## src/rtl/alu_arbiter_pkg.sv

```systemverilog
// ----------------------------------------------------------------------------
// alu_arbiter_pkg
// Shared types for the ALU arbiter slice.
//   word_t   : 32-bit datapath word.
//   aluop_t  : 4-bit ALU operation code.
//   rr_wrap  : helper that folds an index back into 0..n-1.
// ----------------------------------------------------------------------------
package alu_arbiter_pkg;

    typedef logic [31:0] word_t;

    typedef enum logic [3:0] {
        ALU_SLL  = 4'h0,
        ALU_SRL  = 4'h1,
        ALU_ADD  = 4'h2,
        ALU_SUB  = 4'h3,
        ALU_AND  = 4'h4,
        ALU_OR   = 4'h5,
        ALU_XOR  = 4'h6,
        ALU_NOR  = 4'h7,
        ALU_SLT  = 4'h8,
        ALU_SLTU = 4'h9
    } aluop_t;

    function automatic int unsigned rr_wrap(input int unsigned idx, input int unsigned n);
        return idx % n;
    endfunction

endpackage

```

## src/rtl/alu_arbiter_if.sv

```systemverilog
// ----------------------------------------------------------------------------
// alu_arbiter_if
// Requester-side bundle of the ALU arbiter.
//   req_valid/req_ready        : per-requester request handshake
//   req_porta/portb/aluop      : per-requester operands and opcode
//   rsp_valid/rsp_ready        : per-requester response handshake
//   rsp_result/neg/ovf/zero/id : shared captured ALU response and owner index
// Modports: master = requesters, slave = arbiter.
// ----------------------------------------------------------------------------
interface alu_arbiter_if #(
    parameter int unsigned NREQ = 2,
    parameter int unsigned IDW  = 2
);
    import alu_arbiter_pkg::*;

    logic   [NREQ-1:0] req_valid;
    logic   [NREQ-1:0] req_ready;
    word_t  [NREQ-1:0] req_porta;
    word_t  [NREQ-1:0] req_portb;
    aluop_t [NREQ-1:0] req_aluop;
    logic   [NREQ-1:0] rsp_valid;
    logic   [NREQ-1:0] rsp_ready;
    word_t             rsp_result;
    logic              rsp_neg;
    logic              rsp_ovf;
    logic              rsp_zero;
    logic   [IDW-1:0]  rsp_id;

    modport master (
        output req_valid, req_porta, req_portb, req_aluop, rsp_ready,
        input  req_ready, rsp_valid, rsp_result, rsp_neg, rsp_ovf, rsp_zero, rsp_id
    );

    modport slave (
        input  req_valid, req_porta, req_portb, req_aluop, rsp_ready,
        output req_ready, rsp_valid, rsp_result, rsp_neg, rsp_ovf, rsp_zero, rsp_id
    );

endinterface

```

## src/rtl/alu_arbiter_rr_picker.sv

```systemverilog
// ----------------------------------------------------------------------------
// alu_arbiter_rr_picker
// Combinational round-robin pick: scans i_valid starting at i_ptr, wrapping
// modulo NREQ, and reports the first set requester.
//   i_valid : request vector
//   i_ptr   : index with highest priority this cycle
//   o_grant : one-hot winner (zero when nothing valid)
//   o_idx   : winner index (0 when nothing valid)
//   o_any   : any requester valid
// ----------------------------------------------------------------------------
module alu_arbiter_rr_picker
    import alu_arbiter_pkg::*;
#(
    parameter int unsigned NREQ = 2,
    parameter int unsigned IDW  = 2
) (
    input  logic [NREQ-1:0] i_valid,
    input  logic [IDW-1:0]  i_ptr,
    output logic [NREQ-1:0] o_grant,
    output logic [IDW-1:0]  o_idx,
    output logic            o_any
);

    always_comb begin
        int unsigned w_j;
        o_grant = '0;
        o_idx   = '0;
        o_any   = 1'b0;
        w_j     = 0;
        for (int unsigned i = 0; i < NREQ; i++) begin
            w_j = rr_wrap(32'(i_ptr) + i, NREQ);
            if (!o_any && i_valid[w_j]) begin
                o_any        = 1'b1;
                o_grant[w_j] = 1'b1;
                o_idx        = IDW'(w_j);
            end
        end
    end

endmodule

```

## src/rtl/alu_arbiter.sv

```systemverilog
// ----------------------------------------------------------------------------
// alu_arbiter
// Shares one combinational ALU among NREQ requesters. Operands are registered
// before the ALU and its result is captured after it, so one operation takes
// accept edge -> EXEC -> RESP (2 edges). Round-robin arbitration, one
// transaction in flight.
//   CLK, nRST               : clock, asynchronous active-low reset
//   bus (slave)             : requester handshakes and response bundle
//   alu_porta/portb/op      : ALU operand drive (0 outside EXEC)
//   alu_out/neg/ovf/zero    : ALU result inputs
//   busy                    : state is not IDLE
// ----------------------------------------------------------------------------
module alu_arbiter
    import alu_arbiter_pkg::*;
#(
    parameter int unsigned NREQ = 2,
    parameter int unsigned IDW  = 2
) (
    input  logic         CLK,
    input  logic         nRST,
    alu_arbiter_if.slave bus,
    output word_t        alu_porta,
    output word_t        alu_portb,
    output aluop_t       alu_op,
    input  word_t        alu_out,
    input  logic         alu_neg,
    input  logic         alu_ovf,
    input  logic         alu_zero,
    output logic         busy
);

    typedef enum logic [1:0] {StIdle, StExec, StResp} arb_state_t;

    arb_state_t       r_state;
    logic [IDW-1:0]   r_ptr;
    logic [IDW-1:0]   r_owner;
    word_t            r_porta;
    word_t            r_portb;
    aluop_t           r_op;
    word_t            r_result;
    logic             r_neg;
    logic             r_ovf;
    logic             r_zero;
    logic [IDW-1:0]   r_rsp_id;

    logic [NREQ-1:0]  w_grant;
    logic [IDW-1:0]   w_idx;
    logic             w_any;
    logic [NREQ-1:0]  w_rsp_sel;
    logic             w_rsp_done;
    logic             w_can_accept;
    logic             w_accept;
    logic [IDW-1:0]   w_next_ptr;
    word_t            w_sel_porta;
    word_t            w_sel_portb;
    aluop_t           w_sel_op;

    alu_arbiter_rr_picker #(
        .NREQ (NREQ),
        .IDW  (IDW)
    ) u_picker (
        .i_valid (bus.req_valid),
        .i_ptr   (r_ptr),
        .o_grant (w_grant),
        .o_idx   (w_idx),
        .o_any   (w_any)
    );

    // Decode owner index to one-hot; avoids indexing NREQ-wide vectors with IDW bits.
    always_comb begin
        w_rsp_sel = '0;
        for (int unsigned i = 0; i < NREQ; i++) begin
            w_rsp_sel[i] = (r_rsp_id == IDW'(i));
        end
    end

    // Only the owner's rsp_ready can complete the response.
    assign w_rsp_done   = (r_state == StResp) && |(bus.rsp_ready & w_rsp_sel);
    // nRST gates the grant so req_ready reads 0 while reset is held.
    assign w_can_accept = nRST && ((r_state == StIdle) || w_rsp_done);
    assign w_accept     = w_can_accept && w_any;
    assign w_next_ptr   = IDW'(rr_wrap(32'(w_idx) + 1, NREQ));

    always_comb begin
        w_sel_porta = '0;
        w_sel_portb = '0;
        w_sel_op    = ALU_SLL;
        for (int unsigned i = 0; i < NREQ; i++) begin
            if (w_grant[i]) begin
                w_sel_porta = bus.req_porta[i];
                w_sel_portb = bus.req_portb[i];
                w_sel_op    = bus.req_aluop[i];
            end
        end
    end

    always_ff @(posedge CLK or negedge nRST) begin
        if (!nRST) begin
            r_state  <= StIdle;
            r_ptr    <= '0;
            r_owner  <= '0;
            r_porta  <= '0;
            r_portb  <= '0;
            r_op     <= ALU_SLL;
            r_result <= '0;
            r_neg    <= 1'b0;
            r_ovf    <= 1'b0;
            r_zero   <= 1'b0;
            r_rsp_id <= '0;
        end else begin
            unique case (r_state)
                StIdle, StResp: begin
                    if (w_accept) begin
                        r_porta <= w_sel_porta;
                        r_portb <= w_sel_portb;
                        r_op    <= w_sel_op;
                        r_owner <= w_idx;
                        r_ptr   <= w_next_ptr;
                        r_state <= StExec;
                    end else if (w_rsp_done) begin
                        r_state <= StIdle;
                    end
                end
                StExec: begin
                    r_result <= alu_out;
                    r_neg    <= alu_neg;
                    r_ovf    <= alu_ovf;
                    r_zero   <= alu_zero;
                    r_rsp_id <= r_owner;
                    r_state  <= StResp;
                end
                default: r_state <= StIdle;
            endcase
        end
    end

    assign bus.req_ready  = w_can_accept ? w_grant : '0;
    assign bus.rsp_valid  = (r_state == StResp) ? w_rsp_sel : '0;
    assign bus.rsp_result = r_result;
    assign bus.rsp_neg    = r_neg;
    assign bus.rsp_ovf    = r_ovf;
    assign bus.rsp_zero   = r_zero;
    assign bus.rsp_id     = r_rsp_id;

    assign alu_porta = (r_state == StExec) ? r_porta : '0;
    assign alu_portb = (r_state == StExec) ? r_portb : '0;
    assign alu_op    = (r_state == StExec) ? r_op : ALU_SLL;
    assign busy      = (r_state != StIdle);

endmodule

```

## src/flat_wrapper.sv

```systemverilog
// flat-port wrapper written by rule: the top's interface ports become plain ports
module alu_arbiter_flat import alu_arbiter_pkg::*;
#(
    parameter int unsigned NREQ = 2,
    parameter int unsigned IDW  = 2
)
  (CLK, nRST, alu_porta, alu_portb, alu_op, alu_out, alu_neg, alu_ovf, alu_zero, busy, bus_req_valid, bus_req_porta, bus_req_portb, bus_req_aluop, bus_rsp_ready, bus_req_ready, bus_rsp_valid, bus_rsp_result, bus_rsp_neg, bus_rsp_ovf, bus_rsp_zero, bus_rsp_id);
  alu_arbiter_if #(.NREQ(NREQ), .IDW(IDW)) bus_i ();
  input  logic CLK;
  input  logic nRST;
  output word_t alu_porta;
  output word_t alu_portb;
  output aluop_t alu_op;
  input  word_t alu_out;
  input  logic alu_neg;
  input  logic alu_ovf;
  input  logic alu_zero;
  output logic busy;
  input wire logic [$bits(bus_i.req_valid)-1:0] bus_req_valid;
  input wire logic [$bits(bus_i.req_porta)-1:0] bus_req_porta;
  input wire logic [$bits(bus_i.req_portb)-1:0] bus_req_portb;
  input wire logic [$bits(bus_i.req_aluop)-1:0] bus_req_aluop;
  input wire logic [$bits(bus_i.rsp_ready)-1:0] bus_rsp_ready;
  output wire logic [$bits(bus_i.req_ready)-1:0] bus_req_ready;
  output wire logic [$bits(bus_i.rsp_valid)-1:0] bus_rsp_valid;
  output wire logic [$bits(bus_i.rsp_result)-1:0] bus_rsp_result;
  output wire logic [$bits(bus_i.rsp_neg)-1:0] bus_rsp_neg;
  output wire logic [$bits(bus_i.rsp_ovf)-1:0] bus_rsp_ovf;
  output wire logic [$bits(bus_i.rsp_zero)-1:0] bus_rsp_zero;
  output wire logic [$bits(bus_i.rsp_id)-1:0] bus_rsp_id;
  assign bus_i.req_valid = bus_req_valid;
  assign bus_i.req_porta = bus_req_porta;
  assign bus_i.req_portb = bus_req_portb;
  assign bus_i.req_aluop = bus_req_aluop;
  assign bus_i.rsp_ready = bus_rsp_ready;
  assign bus_req_ready = bus_i.req_ready;
  assign bus_rsp_valid = bus_i.rsp_valid;
  assign bus_rsp_result = bus_i.rsp_result;
  assign bus_rsp_neg = bus_i.rsp_neg;
  assign bus_rsp_ovf = bus_i.rsp_ovf;
  assign bus_rsp_zero = bus_i.rsp_zero;
  assign bus_rsp_id = bus_i.rsp_id;
  alu_arbiter #(.NREQ(NREQ), .IDW(IDW)) u_core (.CLK(CLK), .nRST(nRST), .bus(bus_i), .alu_porta(alu_porta), .alu_portb(alu_portb), .alu_op(alu_op), .alu_out(alu_out), .alu_neg(alu_neg), .alu_ovf(alu_ovf), .alu_zero(alu_zero), .busy(busy));
endmodule
```

## config.mk

```make
export PLATFORM = sky130hd
export DESIGN_NAME = alu_arbiter_flat
export DESIGN_NICKNAME = d
export VERILOG_FILES = /design/src/rtl/alu_arbiter_pkg.sv /design/src/rtl/alu_arbiter_if.sv /design/src/rtl/alu_arbiter_rr_picker.sv /design/src/rtl/alu_arbiter.sv /design/src/flat_wrapper.sv
export SDC_FILE = /design/constraint.sdc
export NUM_CORES = 1
export LEC_CHECK = 0
export ABC_CLOCK_PERIOD_IN_PS = 4200
export CORE_MARGIN = 1
export CORE_UTILIZATION = 28
export CTS_CLUSTER_DIAMETER = 60
export CTS_CLUSTER_SIZE = 8
export DETAILED_ROUTE_END_ITERATION = 8
export REMOVE_ABC_BUFFERS = 1
export SYNTH_ARGS = -nofsm -noshare
export SYNTH_HDL_FRONTEND = slang
export SYNTH_HIERARCHICAL = 1
export SYNTH_SLANG_ARGS = --single-unit
```

## constraint.sdc

```tcl
create_clock -name CLK -period 4.2 [get_ports CLK]
set_input_delay 1.05 -clock CLK [delete_from_list [all_inputs] [get_ports CLK]]
set_output_delay 1.05 -clock CLK [all_outputs]
set_load 0.05 [all_outputs]
```

* Yosys cells after proc, flatten, opt, wreduce, memory -nomap -nowiden
Index checks and enable logic that the tools add are counted.
Word-level totals: register bits 110, bits in latches 0, bits in writable memories 0, bits in read-only memories 0, input port bits 177, word-level logic and storage cells 65, memories kept 0
Operators by class: $add $sub $neg 2, multipliers 0, divide/modulo/power cells 0, order comparisons 4, equality and inequality tests 4, shift operators 0, mux-type cells 28, bitwise logic cells 2, reduce and logical (&&, ||, !) cells 14
Operators with widths (count):
- 32-bit 2-to-1 mux | 6
- 2-bit 2-to-1 mux | 6
- 4-bit 2-to-1 mux | 3
- 1-bit 2-to-1 mux | 10
- 1-bit logical AND | 6
- 2-bit by 1-bit equality test with 1-bit output, second input constant | 2
- 2-bit logical NOT | 2
- 1-bit by 2-bit less-than comparator with 1-bit output, second input constant | 2
- 2-bit case mux with 2 select lines | 1
- 2-bit OR reduction | 2
- 3-bit by 1-bit != test with 1-bit output, second input constant | 1
- 1-bit adder, second input constant | 2
- 2-bit AND | 1
- 1-bit demux with 1-bit select | 2
- 2-bit equality test, second input constant | 1
- 1-bit >= comparator, second input constant | 2
- 2-bit bitwise OR | 1
- 2-bit AND reduction | 1
- 2-bit nonzero test | 1
- 1-bit logical NOT | 1
- 1-bit logical OR | 1

* Depth between registers and ports, before layout
Gate-level depths: netlist (run 1).
depth after elaboration 9, mapped depth 8, gate-level depth less buffers 5

* Modules after synthesis
The synthesis (run 1) kept the hierarchy.
Modules (own cells, without submodules):
- alu_arbiter | instances 1, cells each 409, area each 5326.4 µm², seq. area each 2752.6 µm²
- alu_arbiter_rr_picker | instances 1, cells each 7, area each 43.8 µm², seq. area each 0.0 µm²

* Least setup slack after synthesis (run 1)
OpenSTA, ideal clock, no wires.
path type input to output, from in bus_req_valid[1], to out bus_req_ready[1], arrival 3.150 ns, slack 0.000 ns, cell stages on the path 4, path buffers 2, path through a21boi_0 buf_2 clkbuf_1 nor4bb_1
Between the ends: word-level cells in the longest chain between the ends 7, elaborated cells between the ends (all ways) 11
Ends and longest elaborated chain:
- start, declared | line flat_wrapper.sv:19 | input wire logic [$bits(bus_i.req_valid)-1:0] bus_req_valid;
- 1-bit 2-to-1 mux (implied by the code) (2 in series) | line alu_arbiter_rr_picker.sv:32 | if (!o_any && i_valid[w_j]) begin
- 1-bit 2-to-1 mux | line alu_arbiter_rr_picker.sv:32
- 1-bit logical NOT | line alu_arbiter_rr_picker.sv:32
- 1-bit logical AND | line alu_arbiter_rr_picker.sv:32
- 2-bit 2-to-1 mux * | line alu_arbiter_rr_picker.sv:32
- 2-bit 2-to-1 mux * | line alu_arbiter.sv:137 | assign bus.req_ready = w_can_accept ? w_grant : '0;
- end, declared | line flat_wrapper.sv:24 | output wire logic [$bits(bus_i.req_ready)-1:0] bus_req_ready;
Every way passes the cells marked *; elsewhere a longest branch is shown, timed or not. The select of a mux whose other input is x is not followed.

* Worst setup path in the final report (run 1)
from in bus_req_valid[0], to out bus_req_ready[0]
Between the ends: word-level cells in the longest chain between the ends 7, elaborated cells between the ends (all ways) 11
Ends and longest elaborated chain:
- 1-bit 2-to-1 mux (implied by the code) (2 in series) | line alu_arbiter_rr_picker.sv:32
- 1-bit 2-to-1 mux | line alu_arbiter_rr_picker.sv:32
- 1-bit logical NOT | line alu_arbiter_rr_picker.sv:32
- 1-bit logical AND | line alu_arbiter_rr_picker.sv:32
- 2-bit 2-to-1 mux * | line alu_arbiter_rr_picker.sv:32
- named net u_core.w_grant[0] | line alu_arbiter.sv:46 | logic [NREQ-1:0] w_grant;
- 2-bit 2-to-1 mux * | line alu_arbiter.sv:137
Mark *: on every way through the listed nets, which the timed path passes. The rest lies on a longest branch. The select of a mux whose other input is x is not followed.

==> summary.txt, run 1 <==
Proportion of total power due to net switching = 0.427
Max stage delay cell, worst path = sky130_fd_sc_hd__clkdlybuf4s50_1
Clock latency on the worst-skew pair = 0.35 ns
Count of cells resized by post-cts repair = 0
Routed wire length = 15700 um
Lkg Pwr = 3.62 nW
Time the worst path needs with I/O delays and setup = 3.70 ns
Clock root buffer = sky130_fd_sc_hd__clkbuf_16
Total instance count after detailed placement = 908
DRT antenna net count = 0
Number of standard cells after synthesis = 415
Post-layout instance count excluding filler cells = 924
Commonest non-fill, non-tap cells in the layout = 283 x sky130_fd_sc_hd__clkdlybuf4s50_1, 110 x sky130_fd_sc_hd__dfrtp_1, 104 x sky130_fd_sc_hd__mux2_2
Hold Vio Cnt, Final = 0
Share of post-route cells with drive strength above 1 = 0.194
Area growth, synth to finish = 62.2%
Clock Sink Count = 110
Setup slack of the critical path after layout = 0.498 ns
Relative slew slack = 0.413
Number of buffers added for setup after CTS = 0
Number of antenna violations at the first check in global routing = 0
Wire per inst = 17.0 um
Dominant delay contributor by cell family on the critical path = buffers and inverters
Sw power = 2.47 mW
Crit-path max cell delay = 0.57 ns
Status = complete, no violations
Post-Synthesis Mean Instance Area = 12.9 sq um
Setup skew after layout = 0.00673 ns
Cell internal power dissipation = 3.31 mW
P per Cell Area = 665 mW/mm^2
Max Clock Freq = 0.270 GHz
Floorplan die area = 0.0197 sq mm
Number of top-level pins = 287
Die extent in x = 140 um
Detailed router's first-iteration violation count = 100
Top fanout value on the critical path = 4
Maximum number of pins on one net before global-route repair = 72
Final Slew Violations = 0
Post-route fraction of the period consumed by the critical path = 0.881
Sum of internal, switching and leakage power = 5.79 mW
Crit start category = input port
Netlist Area Pre-Place = 0.00537 sq mm
Clock network fraction of design power = 0.138
Max cap viols = 0
Peak supply drop = 262 uV
Max Buffers Root-to-Sink = 2
Sequential fraction of design power = 0.308
Worst setup path class = input port to output port
Final layout net count = 862
Standard cell core area = 0.0188 sq mm
Detailed-routing wirelength on met1 = 6200 um
Critical path capture point type = output port
Tightest Hold Check Type = flop to flop
Met3 layer wire length in the routed design = 901 um
First drt pass iteration count = 4
Gpl congestion = 0.763
Top routing layer in use = met4
Unrepaired setup endpoints after global routing = false
Global route overflow = 0
DRC viols = 0
Tot GR Track Use = 0.162
Share of total power in combinational logic = 0.554
CTS tree = built
Number of buffers and inverters on the critical path = 2
Slew at the pin closest to its max-slew limit = 0.881 ns
Critical Path AT = 2.65 ns
Post-route standard cell area excluding fillers = 0.00870 sq mm
Hold-fix buffers, CTS = 0
Half-perimeter wire length after placement = 11400 um
Number of vias in the routed layout = 4261
Worst-path cell chain = clkdlybuf4s50_1 -> a21boi_0 -> nor4bb_1 -> buf_12
Sum of met2 wire segment lengths after detailed routing = 8460 um
Total of warnings raised by yosys = 6
Fill count = 1725
Setup-failing EPs final = 0
Number of port buffers = 286
Worst path required time = 3.15 ns
Number of global-route vias before repair = 4677
Via/cell ratio = 4.61
Number of clock buffers inserted by TritonCTS = 9
Dpl ws = 0.480 ns
Clock transition at path regs = 0.07 ns
Vert. Die Dim = 140 um
Commonest non-fill, non-tap cell in the layout = sky130_fd_sc_hd__clkdlybuf4s50_1
Number of diodes added for antenna fixing = 0
Number of H-tree levels = 3
Placement Cell Area = 0.00844 sq mm
Number of standard-cell rows in the floorplan = 50
Global-route wire length before repair = 24900 um
Initial standard-cell utilization of the core = 0.286
worst paths after layout:
kind                       cells after the start  slack (ns)               start                        to
min in group asynchronous                      2        0.80                nRST         u_core/r_state[0]
min                                            1        0.50  u_core/r_portb[11]        u_core/r_portb[11]
max                                            4        0.50    bus_req_valid[0]          bus_req_ready[0]
min reg2reg                                    1        0.50  u_core/r_portb[11]        u_core/r_portb[11]
max in group asynchronous                      3        2.09                nRST  u_core/bus.rsp_result[3]
max reg2reg                                    7        1.74     u_core/r_ptr[0]         u_core/r_portb[2]
layer usage:
metal	up-vias	GRT usage
li1	2025	-
met1	2089	0.181
met2	134	0.301
met3	13	0.0431
met4	0	0.0416
met5	-	0
power by group through the flow:
| stage | sequential (mW) | combinational (mW) | clock (mW) |
|---|---|---|---|
| finish | 1.78 | 3.21 | 0.796 |
| global route | 1.86 | 3.37 | 0.882 |
| CTS | 1.79 | 3.24 | 0.842 |
| detailed placement | 1.80 | 3.24 | 0 |
| global placement | 1.78 | 3.19 | 0 |
| floorplan | 2.39 | 1.53 | 0 |
flip-flops by register name (all words and copies together) (netlist names), 2 cells and up:
signal                 cells
u_core/r_portb            32
u_core/r_state             2
u_core/r_porta            32
u_core/r_op                4
u_core/bus.rsp_result     32
u_core/r_owner             2
u_core/bus.rsp_id          2
area by class of cell:
type / instances / area (sq um) / share of cell area
clock inverters: 5 / 35.0 / 0.00402
flip-flops and latches: 110 / 2750 / 0.316
multi-input cells: 268 / 2430 / 0.279
clock buffers: 11 / 233 / 0.0267
inverters: 2 / 7.51 / 0.000862
repair buffers: 294 / 2950 / 0.339
well taps: 234 / 293 / 0.0336
worst reg2reg max path, delay by kind of cell (launching register included):
kind                   cells  cell delay (ns)
AOI/OAI and AO/OA          2             0.36
buffers and inverters      3             1.01
DFF                        1             0.38
muxes                      1             0.30
and+or+nand+nor            1             0.30
through the flow:
step	TNS (ns)	utilization	hold WS [ns]
global placement	0	0.450	0.463
detailed placement	0	0.450	0.482
finish	0	0.464	0.496
CTS	0	0.464	0.502
floorplan	-284.27	-	0.449
global route	0	0.464	0.517
(Power assumes the default switching activity.)
==> run 2, diff against run 1 <==
--- a/config.mk
+++ b/config.mk
@@ -6,7 +6,7 @@
 export NUM_CORES = 1
 export LEC_CHECK = 0
 export ABC_CLOCK_PERIOD_IN_PS = 4200
-export CORE_MARGIN = 1
+export CORE_MARGIN = 10
 export CORE_UTILIZATION = 28
 export CTS_CLUSTER_DIAMETER = 60
 export CTS_CLUSTER_SIZE = 8
==> summary.txt, run 2 (synthesis gave the netlist of run 1 again) <==
Status = complete, no violations (unchanged)
Clock latency on the worst-skew pair = 0.35 ns (about the same)
Number of H-tree levels = 3 (unchanged)
Die extent in x = 158 um (was 140 um)
Clock Sink Count = 110 (unchanged)
Placement Cell Area = 0.00845 sq mm (was 0.00844 sq mm)
Number of vias in the routed layout = 4266 (was 4261)
Post-route standard cell area excluding fillers = 0.00873 sq mm (was 0.00870 sq mm)
Number of clock buffers inserted by TritonCTS = 9 (unchanged)
Crit start category = input port (unchanged)
Hold-fix buffers, CTS = 0 (unchanged)
Sequential fraction of design power = 0.304 (was 0.308)
Critical path capture point type = output port (unchanged)
Hold slack final = 0.485 ns (was 0.496 ns)
Dpl ws = 0.506 ns (was 0.480 ns)
First drt pass iteration count = 4 (unchanged)
Count of cells resized by post-cts repair = 0 (unchanged)
Relative slew slack = 0.365 (was 0.413)
Number of standard-cell rows in the floorplan = 50 (unchanged)
Post-route fraction of the period consumed by the critical path = 0.887 (was 0.881)
Peak supply drop = 321 uV (was 262 uV)
Slew at the pin closest to its max-slew limit = 0.952 ns (was 0.881 ns)
Worst-path cell chain = clkdlybuf4s50_1 -> a21boi_0 -> nor4bb_1 -> buf_12 (unchanged)
Max stage delay cell, worst path = sky130_fd_sc_hd__clkdlybuf4s50_1 (unchanged)
Clock network fraction of design power = 0.141 (was 0.138)
Wire per inst = 19.3 um (was 17.0 um)
Critical Path AT = 2.68 ns (was 2.65 ns)
DRC viols = 0 (unchanged)
Final Slew Violations = 0 (unchanged)
P per Cell Area = 669 mW/mm^2 (was 665 mW/mm^2)
Cell internal power dissipation = 3.34 mW (was 3.31 mW)
Tightest Hold Check Type = flop to flop (unchanged)
Unrepaired setup endpoints after global routing = false (unchanged)
Maximum number of pins on one net before global-route repair = 75 (was 72)
Floorplan die area = 0.0251 sq mm (was 0.0197 sq mm)
Dominant delay contributor by cell family on the critical path = buffers and inverters (unchanged)
Number of buffers and inverters on the critical path = 2 (unchanged)
Vert. Die Dim = 158 um (was 140 um)
CTS tree = built (unchanged)
Max cap viols = 0 (unchanged)
Final layout net count = 862 (unchanged)
Via/cell ratio = 4.62 (was 4.61)
Tot GR Track Use = 0.136 (was 0.162)
Half-perimeter wire length after placement = 13700 um (was 11400 um)
Number of port buffers = 286 (unchanged)
Clock root buffer = sky130_fd_sc_hd__clkbuf_16 (unchanged)
Lkg Pwr = 3.63 nW (was 3.62 nW)
Worst setup path class = input port to output port (unchanged)
Setup skew after layout = 0.0143 ns (was 0.00673 ns)
Global route overflow = 0 (unchanged)
Time the worst path needs with I/O delays and setup = 3.73 ns (was 3.70 ns)
Worst path required time = 3.15 ns (about the same)
Detailed router's first-iteration violation count = 124 (was 100)
Initial standard-cell utilization of the core = 0.286 (unchanged)
Setup-failing EPs final = 0 (unchanged)
Number of global-route vias before repair = 4752 (was 4677)
Number of top-level pins = 287 (unchanged)
Commonest non-fill, non-tap cells in the layout = 283 x sky130_fd_sc_hd__clkdlybuf4s50_1, 110 x sky130_fd_sc_hd__dfrtp_1, 104 x sky130_fd_sc_hd__mux2_2 (unchanged)
Sw power = 2.50 mW (was 2.47 mW)
Gpl congestion = 0.776 (was 0.763)
Top fanout value on the critical path = 4 (unchanged)
Number of antenna violations at the first check in global routing = 0 (unchanged)
Max Clock Freq = 0.268 GHz (was 0.270 GHz)
Number of diodes added for antenna fixing = 0 (unchanged)
Global-route wire length before repair = 26700 um (was 24900 um)
Clock transition at path regs = 0.07 ns (about the same)
Sum of internal, switching and leakage power = 5.85 mW (was 5.79 mW)
Max Buffers Root-to-Sink = 2 (unchanged)
DRT antenna net count = 0 (unchanged)
Share of post-route cells with drive strength above 1 = 0.196 (was 0.194)
Share of total power in combinational logic = 0.555 (was 0.554)
Routed wire length = 17900 um (was 15700 um)
Proportion of total power due to net switching = 0.428 (was 0.427)
Crit-path max cell delay = 0.58 ns (was 0.57 ns)
Area growth, synth to finish = 62.7% (was 62.2%)
Standard cell core area = 0.0188 sq mm (unchanged)
Setup slack of the critical path after layout = 0.474 ns (was 0.498 ns)
Commonest non-fill, non-tap cell in the layout = sky130_fd_sc_hd__clkdlybuf4s50_1 (unchanged)
Number of buffers added for setup after CTS = 0 (unchanged)
Final core utilization = 0.465 (was 0.464)
Hold Vio Cnt, Final = 0 (unchanged)
## run 2: path summary, 6_finish.rpt
kind                                            to  cells after the start                from  slack (ns)
min in group asynchronous       u_core/r_portb[26]                      2                nRST        0.79
worst min-delay path            u_core/r_portb[11]                      1  u_core/r_portb[11]        0.49
worst max-delay path              bus_req_ready[0]                      4    bus_req_valid[0]        0.47
worst max register to register   u_core/r_portb[2]                      7     u_core/r_ptr[0]        1.75
worst min register to register  u_core/r_portb[11]                      1  u_core/r_portb[11]        0.49
max in group asynchronous        u_core/r_state[1]                      3                nRST        2.05
## run 2: worst register-to-register path: stages (launching register included)
cell and delay (ns):
sky130_fd_sc_hd__dfrtp_1 0.38, sky130_fd_sc_hd__inv_1 0.09, sky130_fd_sc_hd__a21boi_4 0.13, sky130_fd_sc_hd__buf_4 0.63, sky130_fd_sc_hd__nor2b_4 0.33, sky130_fd_sc_hd__buf_12 0.29, sky130_fd_sc_hd__a22o_1 0.21, sky130_fd_sc_hd__mux2_1 0.29
## run 2: per-stage QoR
| stage | TNS (ns) | std cells |
|---|---|---|
| 3_3_place_gp | 0 | 908 |
| 2_1_floorplan | -284.27 | 380 |
| 5_1_grt | 0 | 924 |
| 6_report | 0 | 924 |
| 3_5_place_dp | 0 | 908 |
| 4_1_cts | 0 | 924 |
## run 2: area by class of cell
cell class	instances	area (sq um)
fill	1710	10000
multi-input combinational	268	2430
timing repair buffer	294	2970
tap	234	293
clock inverter	5	41.3
clock buffer	11	243
inverter	2	7.51
sequential	110	2750
## run 2: power by group through the flow
| stage | combinational [mW] | clock, mW | sequential, mW |
|---|---|---|---|
| detailed placement | 3.28 | 0 | 1.80 |
| global route | 3.41 | 0.905 | 1.85 |
| finish | 3.24 | 0.825 | 1.78 |
| floorplan | 1.53 | 0 | 2.39 |
| CTS | 3.29 | 0.860 | 1.78 |
| global placement | 3.24 | 0 | 1.78 |
## run 2: layer usage
metal  track usage  wire length (um)  up-vias
met4        0.0450               270        0
met1         0.145              6630     2093
met5             0                 0        -
met3        0.0472              1440       13
li1              -                 -     2032
met2         0.244              9530      128
